File: config.mk
export PLATFORM = sky130hd
export DESIGN_NAME = mouse_packet_decoder
export DESIGN_NICKNAME = d
export VERILOG_FILES = /design/src/rtl/mouse_pkg.sv /design/src/rtl/mouse_axis_accum.sv /design/src/rtl/mouse_packet_decoder.sv
export SDC_FILE = /design/constraint.sdc
export NUM_CORES = 1
export LEC_CHECK = 0
export ABC_CLOCK_PERIOD_IN_PS = 3150
export BUFFER_PORTS_ARGS = -buffer_cell sky130_fd_sc_hd__buf_4
export CORE_ASPECT_RATIO = 0.8
export CORE_MARGIN = 5
export CORE_UTILIZATION = 53
export CTS_CLUSTER_SIZE = 28
export DETAILED_ROUTE_END_ITERATION = 12
export GPL_TIMING_DRIVEN = 0
export PLACE_DENSITY_LB_ADDON = 0.15
export SKIP_CTS_REPAIR_TIMING = 1
export SYNTH_ARGS = -nofsm -noshare
export SYNTH_HDL_FRONTEND = slang
export SYNTH_SLANG_ARGS = --single-unit
File: constraint.sdc
create_clock -name clk -period 3.15 [get_ports clk]
set_clock_uncertainty 0.15 [all_clocks]
set_input_delay 0.63 -clock clk [delete_from_list [all_inputs] [get_ports clk]]
set_output_delay 0.63 -clock clk [all_outputs]
set_load 0.02 [all_outputs]
File: src/rtl/mouse_pkg.sv
`default_nettype none
// +----------------------------------------------------------------------------+
// | mouse_pkg                                                                  |
// | Shared types and constants for the PS/2 mouse packet decoder.              |
// | Revision: 1.0                                                              |
// +----------------------------------------------------------------------------+
package mouse_pkg;

   typedef enum logic [1:0] {
      S_B0 = 2'd0,
      S_B1 = 2'd1,
      S_B2 = 2'd2,
      S_B3 = 2'd3
   } state_t;

   localparam int COORD_W = 12;
   localparam int ARITH_W = 13;

   // Field positions within the first packet byte
   localparam int B0_BTN_L  = 0;
   localparam int B0_BTN_R  = 1;
   localparam int B0_BTN_M  = 2;
   localparam int B0_SYNC   = 3;
   localparam int B0_X_SIGN = 4;
   localparam int B0_Y_SIGN = 5;
   localparam int B0_X_OVF  = 6;
   localparam int B0_Y_OVF  = 7;

   // Field positions within btn_o
   localparam int BTN_L         = 0;
   localparam int BTN_R         = 1;
   localparam int BTN_M         = 2;
   localparam int BTN_RSVD      = 3;
   localparam int BTN_WHEEL_LSB = 4;
   localparam int BTN_WHEEL_MSB = 7;

   // 9-bit {sign, byte} movement widened for clamped arithmetic; overflow forces zero
   function automatic logic signed [ARITH_W-1:0] sext_delta(input logic [8:0] d,
                                                           input logic       ovf);
      if (ovf) begin
         return '0;
      end
      return {{(ARITH_W-9){d[8]}}, d};
   endfunction

endpackage
`default_nettype wire

File: src/rtl/mouse_axis_accum.sv
`default_nettype none
// +----------------------------------------------------------------------------+
// | mouse_axis_accum                                                           |
// | Holds one cursor coordinate, applies a signed delta and clamps to 0..MAX. |
// | Revision: 1.0                                                              |
// +----------------------------------------------------------------------------+
import mouse_pkg::*;

module mouse_axis_accum #(
   parameter int MAX    = 639,
   parameter bit INVERT = 1'b0
) (
   input  logic               clk,
   input  logic               rst_n,
   input  logic [8:0]         delta,
   input  logic               overflow,
   input  logic               apply,
   output logic [COORD_W-1:0] coord
);

   localparam logic [COORD_W-1:0]        c_home = COORD_W'((MAX + 1) / 2);
   localparam logic signed [ARITH_W-1:0] c_max  = ARITH_W'(MAX);

   logic [COORD_W-1:0]        r_coord;
   logic [COORD_W-1:0]        w_next;
   logic signed [ARITH_W-1:0] w_step;
   logic signed [ARITH_W-1:0] w_cur;
   logic signed [ARITH_W-1:0] w_sum;

   always_comb begin
      w_step = sext_delta(delta, overflow);
      w_cur  = $signed({1'b0, r_coord});
      w_sum  = INVERT ? (w_cur - w_step) : (w_cur + w_step);
      if (w_sum < 0) begin
         w_next = '0;
      end else if (w_sum > c_max) begin
         w_next = COORD_W'(c_max);
      end else begin
         w_next = w_sum[COORD_W-1:0];
      end
   end

   always_ff @(posedge clk) begin
      if (!rst_n) begin
         r_coord <= c_home;
      end else if (apply) begin
         r_coord <= w_next;
      end
   end

   assign coord = r_coord;

endmodule
`default_nettype wire

File: src/rtl/mouse_packet_decoder.sv
`default_nettype none
// +----------------------------------------------------------------------------+
// | mouse_packet_decoder                                                       |
// | Assembles PS/2 mouse bytes into packets; tracks clamped cursor + buttons.  |
// | Optional 4-byte wheel packets: define MOUSE_WHEEL_EN.                      |
// | Revision: 1.0                                                              |
// +----------------------------------------------------------------------------+
import mouse_pkg::*;

module mouse_packet_decoder #(
   parameter int H_RES   = 640,
   parameter int V_RES   = 480,
   parameter int TIMEOUT = 200000
) (
   input  logic        clk,
   input  logic        rst_n,
   input  logic [7:0]  rx_data,
   input  logic        rx_valid,
   output logic [11:0] x_o,
   output logic [11:0] y_o,
   output logic [7:0]  btn_o,
   output logic        valid_o,
   output logic        sync_err_o
);

   localparam int                  c_tmr_w    = $clog2(TIMEOUT + 1);
   localparam logic [c_tmr_w-1:0]  c_tmr_last = c_tmr_w'(TIMEOUT - 1);

   state_t              r_state;
   state_t              w_state_next;
   logic [c_tmr_w-1:0]  r_timer;

   logic                w_lat_b0;
   logic                w_lat_dx;
   logic                w_lat_dy;
   logic                w_complete;
   logic                w_drop;
   logic                w_abort;
   logic                w_tmr_clr;
   logic                w_tmr_inc;

   logic [2:0]          r_b0_btn;
   logic                r_x_sign;
   logic                r_y_sign;
   logic                r_x_ovf;
   logic                r_y_ovf;
   logic [7:0]          r_dx;
   logic [7:0]          r_dy;
   logic                r_apply;
   logic                r_valid;
   logic                r_sync_err;
   logic [7:0]          r_btn;
   logic [7:0]          w_btn_next;
   logic [3:0]          w_wheel;

`ifdef MOUSE_WHEEL_EN
   logic                w_lat_wh;
   logic [3:0]          r_wheel;
`endif

   always_ff @(posedge clk) begin
      if (!rst_n) begin
         r_state <= S_B0;
      end else begin
         r_state <= w_state_next;
      end
   end

   always_comb begin
      w_state_next = r_state;
      w_lat_b0     = 1'b0;
      w_lat_dx     = 1'b0;
      w_lat_dy     = 1'b0;
      w_complete   = 1'b0;
      w_drop       = 1'b0;
      w_abort      = 1'b0;
      w_tmr_clr    = 1'b0;
      w_tmr_inc    = 1'b0;
`ifdef MOUSE_WHEEL_EN
      w_lat_wh     = 1'b0;
`endif
      case (r_state)
         S_B0: begin
            w_tmr_clr = 1'b1;
            if (rx_valid) begin
               if (rx_data[B0_SYNC]) begin
                  w_lat_b0     = 1'b1;
                  w_state_next = S_B1;
               end else begin
                  w_drop = 1'b1;
               end
            end
         end
         S_B1, S_B2, S_B3: begin
            // An arriving byte takes priority over an expiring timer
            if (rx_valid) begin
               w_tmr_clr = 1'b1;
               case (r_state)
                  S_B1: begin
                     w_lat_dx     = 1'b1;
                     w_state_next = S_B2;
                  end
                  S_B2: begin
                     w_lat_dy = 1'b1;
`ifdef MOUSE_WHEEL_EN
                     w_state_next = S_B3;
`else
                     w_complete   = 1'b1;
                     w_state_next = S_B0;
`endif
                  end
                  default: begin
`ifdef MOUSE_WHEEL_EN
                     w_lat_wh   = 1'b1;
                     w_complete = 1'b1;
`endif
                     w_state_next = S_B0;
                  end
               endcase
            end else if (r_timer == c_tmr_last) begin
               w_abort      = 1'b1;
               w_tmr_clr    = 1'b1;
               w_state_next = S_B0;
            end else begin
               w_tmr_inc = 1'b1;
            end
         end
         default: begin
            w_state_next = S_B0;
         end
      endcase
   end

`ifdef MOUSE_WHEEL_EN
   always_ff @(posedge clk) begin
      if (!rst_n) begin
         r_wheel <= '0;
      end else if (w_lat_wh) begin
         r_wheel <= rx_data[3:0];
      end
   end

   assign w_wheel = r_wheel;
`else
   assign w_wheel = 4'h0;
`endif

   always_comb begin
      w_btn_next                              = '0;
      w_btn_next[BTN_L]                       = r_b0_btn[B0_BTN_L];
      w_btn_next[BTN_R]                       = r_b0_btn[B0_BTN_R];
      w_btn_next[BTN_M]                       = r_b0_btn[B0_BTN_M];
      w_btn_next[BTN_RSVD]                    = 1'b0;
      w_btn_next[BTN_WHEEL_MSB:BTN_WHEEL_LSB] = w_wheel;
   end

   // Completed packet is applied one cycle after its last byte is latched
   always_ff @(posedge clk) begin
      if (!rst_n) begin
         r_timer    <= '0;
         r_apply    <= 1'b0;
         r_valid    <= 1'b0;
         r_sync_err <= 1'b0;
         r_btn      <= '0;
         r_b0_btn   <= '0;
         r_x_sign   <= 1'b0;
         r_y_sign   <= 1'b0;
         r_x_ovf    <= 1'b0;
         r_y_ovf    <= 1'b0;
         r_dx       <= '0;
         r_dy       <= '0;
      end else begin
         r_apply    <= w_complete;
         r_valid    <= r_apply;
         r_sync_err <= w_drop | w_abort;
         if (w_tmr_clr) begin
            r_timer <= '0;
         end else if (w_tmr_inc) begin
            r_timer <= r_timer + 1'b1;
         end
         if (w_lat_b0) begin
            r_b0_btn <= rx_data[B0_BTN_M:B0_BTN_L];
            r_x_sign <= rx_data[B0_X_SIGN];
            r_y_sign <= rx_data[B0_Y_SIGN];
            r_x_ovf  <= rx_data[B0_X_OVF];
            r_y_ovf  <= rx_data[B0_Y_OVF];
         end
         if (w_lat_dx) begin
            r_dx <= rx_data;
         end
         if (w_lat_dy) begin
            r_dy <= rx_data;
         end
         if (r_apply) begin
            r_btn <= w_btn_next;
         end
      end
   end

   mouse_axis_accum #(
      .MAX    (H_RES - 1),
      .INVERT (1'b0)
   ) u_x_accum (
      .clk      (clk),
      .rst_n    (rst_n),
      .delta    ({r_x_sign, r_dx}),
      .overflow (r_x_ovf),
      .apply    (r_apply),
      .coord    (x_o)
   );

   // Mouse "up" is positive dy, screen y grows downward
   mouse_axis_accum #(
      .MAX    (V_RES - 1),
      .INVERT (1'b1)
   ) u_y_accum (
      .clk      (clk),
      .rst_n    (rst_n),
      .delta    ({r_y_sign, r_dy}),
      .overflow (r_y_ovf),
      .apply    (r_apply),
      .coord    (y_o)
   );

   assign btn_o      = r_btn;
   assign valid_o    = r_valid;
   assign sync_err_o = r_sync_err;

endmodule
`default_nettype wire

==> metrics.cfg <==
[status]
run_status = complete, no violations

[critical_path]
cpLargestDelayFamily = compound AO/OA/AOI/OAI gates
critPathSlowestCell = fa_1
max_stage_delay_ps = 430
cp_data_required_time_ps = 3240
path_class = reg -> reg
crit_path_end_kind = flip-flop
arrival_ps = 3070
path_buf_inv = 1
cp_max_fo = 11
start_kind = flip-flop
crit_chain = nor2b_1 > ha_1 > inv_1 > fa_1 > nor2b_4 > o31a_1 > o32a_4 > mux2_4 > and4_4 > o21ai_4 > nor2_2 > a221o_1

[timing]
final.period_utilization_pct = 94.5
setup-tns-final_ps = 0
slew_headroom_pct = 56.9
min_period_ps = 2980
final_max_slew_viol_count = 0
rsz0062_at_grt = no
hold_viol = 0
max_freq_mhz = 336
setup_viol = 0
holdWs_ps = 311
worstMarginPinSlew_ps = 644

[global_route]
grt_pass1_vias = 3242
grt_pass1_wl_um = 15300
antenna_found_initial = 0
track_usage_pct = 20.1
grt-ovfl-total = 0
grt_max_degree = 13

[yosys]
yosysUniqueCellTypes = 60
ys_warn_count = 0
synth_seq_cells = 73
avgSynthCellArea_sq_um = 8.47
synth_cells = 480
seq_area_frac_synth_pct = 36.0
synth_edf_count = 0
synth_area_sq_um = 4060
async_reset_ff_share_pct = 0
ys.flop_type = dfxtp_1

[detailed_routing]
firstDrtPassIters = 5
drc = 0
post_drt_wl_per_cell_um = 14.2
viasPerCell = 5.42
wirelength_um = 9140
vias = 3487
drtAntennaViolNets = 0
drt_iter0_drc = 160

[cells_and_area]
diodes = 0
num-nets-final = 569
final_cell_count_no_fill = 643
final_util_pct = 64.0
multi_input_area_sq_um = 2480
area_growth_pct = 16.9
drive_gt1_share_pct = 15.6
layout_common_cells = 71 x dfxtp_1, 65 x nor2_1, 47 x buf_4
fillers = 659
seqCellArea_sq_um = 1470
mostFrequentLayoutCell = dfxtp_1

[clock_network]
cts_tree = done
cts_sinks = 73
cts_buffers = 9
h-tree-depth = 3
clock_latency_ps = 350
clk_pin_slew_ps = 80
cts-root-buf = clkbuf_8
clockBufferDepth = 2

[power_and_ir_drop]
combinationalPowerShare_pct = 9.7
p_int_mw = 1.42
power_density_nw_per_um2 = 400
p_leak_nw = 2.09
p_sw_share_pct = 25.1
power.switching_uw = 476
finalPower_mw = 1.90
ir_drop_v = 0.000265
power_frac_clock_pct = 40.6
power_frac_seq_pct = 49.7

[place]
dp.cells = 628
dp_hpwl_um = 6790
gp_congestion = 0.872
port_buffers = 39

[floorplanning]
fp.dieArea_sq_um = 9530
start_util_pct = 54.7
io_pins = 45
die_y_um = 88.3
core_sq_um = 7430
rows = 28
fp.dieW_um = 108

[job]
drv_cap = 0

[worst_hold_path]
hold_class = reg -> reg

## sequential cells by signal, summed over array words and instances, names as in the netlist
signal           cells
r_b0_btn             3
r_y_ovf              1
r_state              2
valid_o              1
sync_err_o           1
u_x_accum.coord     12
r_y_sign             1
r_x_ovf              1
r_dy                 8
btn_o                3
r_apply              1
r_dx                 8
r_timer             18
r_x_sign             1
u_y_accum.coord     12
## cells in the mapped netlist (2+ instances only)
master	count	share of area [%]
dfxtp_1	73	36
inv_1	15	1.4
clkbuf_1	13	1.2
o31ai_1	2	0.37
o21a_1	4	0.74
a211oi_1	4	0.74
a31oi_1	5	0.77
nor4b_1	2	0.43
o31a_1	2	0.43
xor2_1	12	2.6
a21o_1	3	0.55
nor2b_1	11	1.7
nand3_1	9	1.1
o211ai_1	2	0.37
ha_1	23	7.1
nand2_1	40	3.7
buf_4	6	1.1
buf_2	4	0.49
nand3b_1	4	0.74
nand2b_1	16	2.5
and2_1	3	0.46
and3_1	12	1.8
mux2i_1	29	7.1
nor3_1	5	0.62
or3_1	5	0.77
fa_1	2	0.99
xnor2_1	13	2.8
nor4_1	2	0.31
nand4_1	3	0.46
a221o_1	2	0.49
nor2_1	65	6.0
a21oi_1	35	4.3
o21ai_0	27	3.3
## through the flow
| step | setup slack [ps] | instance area [sq um] |
|---|---|---|
| 2_1_floorplan | 156 | 4080 |
| 3_3_place_gp | -178 | 4500 |
| 3_5_place_dp | -197 | 4500 |
| 4_1_cts | -209 | 4710 |
| 5_1_grt | 3.43 | 4750 |
| 6_report | 175 | 4750 |
## power by group through the flow
stage / combinational, mW / sequential [mW] / clock [mW]
6_report: 0.185 / 0.944 / 0.770
5_1_grt: 0.204 / 0.946 / 0.831
4_1_cts: 0.176 / 0.941 / 0.788
3_5_place_dp: 0.175 / 0.963 / 0
3_3_place_gp: 0.172 / 0.963 / 0
2_1_floorplan: 0.123 / 0.963 / 0
## kinds of logic (layout without fill, tap and decap cells)
logic type / count (synthesis) / after routing / synth area share (%)
flip-flops: 73 / 73 / 36.0
adder cells (fa/ha/maj): 25 / 25 / 8.07
AND/OR/NAND/NOR: 184 / 184 / 22.3
other: 1 / 5 / 0.0923
buffers and inverters: 39 / 93 / 4.28
multiplexers: 30 / 30 / 7.51
AO/OA/AOI/OAI: 103 / 103 / 16.4
XOR/XNOR: 25 / 25 / 5.39
## routing by layer
| layer | up-vias | share of wire [%] | GRT usage, % |
|---|---|---|---|
| met5 | - | 0 | 0 |
| met4 | 0 | 1.1 | 6.19 |
| met3 | 14 | 5.2 | 5.18 |
| met2 | 90 | 44 | 31.3 |
| met1 | 1610 | 50 | 27.7 |
| li1 | 1773 | - | - |
## layout make-up
class	count	share of cell area (%)
inverter	16	1.26
clock inverter	3	1.00
buffer	20	2.16
clock buffer	13	3.34
tap	105	2.77
multi-input combinational	372	52.1
sequential	73	30.9
timing repair buffer	41	6.48
## final timing paths
| check | from | to | slack (ps) | cells after the start |
|---|---|---|---|---|
| hold reg to reg | r_timer[0]$_SDFFE_PP0P_ | r_timer[0]$_SDFFE_PP0P_ | 310 | 1 |
| setup / recovery | r_x_ovf$_SDFFE_PN0P_ | u_x_accum.coord[8]$_SDFFE_PN1P_ | 170 | 12 |
| hold / removal | r_timer[0]$_SDFFE_PP0P_ | r_timer[0]$_SDFFE_PP0P_ | 310 | 1 |
| setup reg to reg | r_x_ovf$_SDFFE_PN0P_ | u_x_accum.coord[8]$_SDFFE_PN1P_ | 170 | 12 |
No activity file was read; power rests on OpenSTA's default activity.
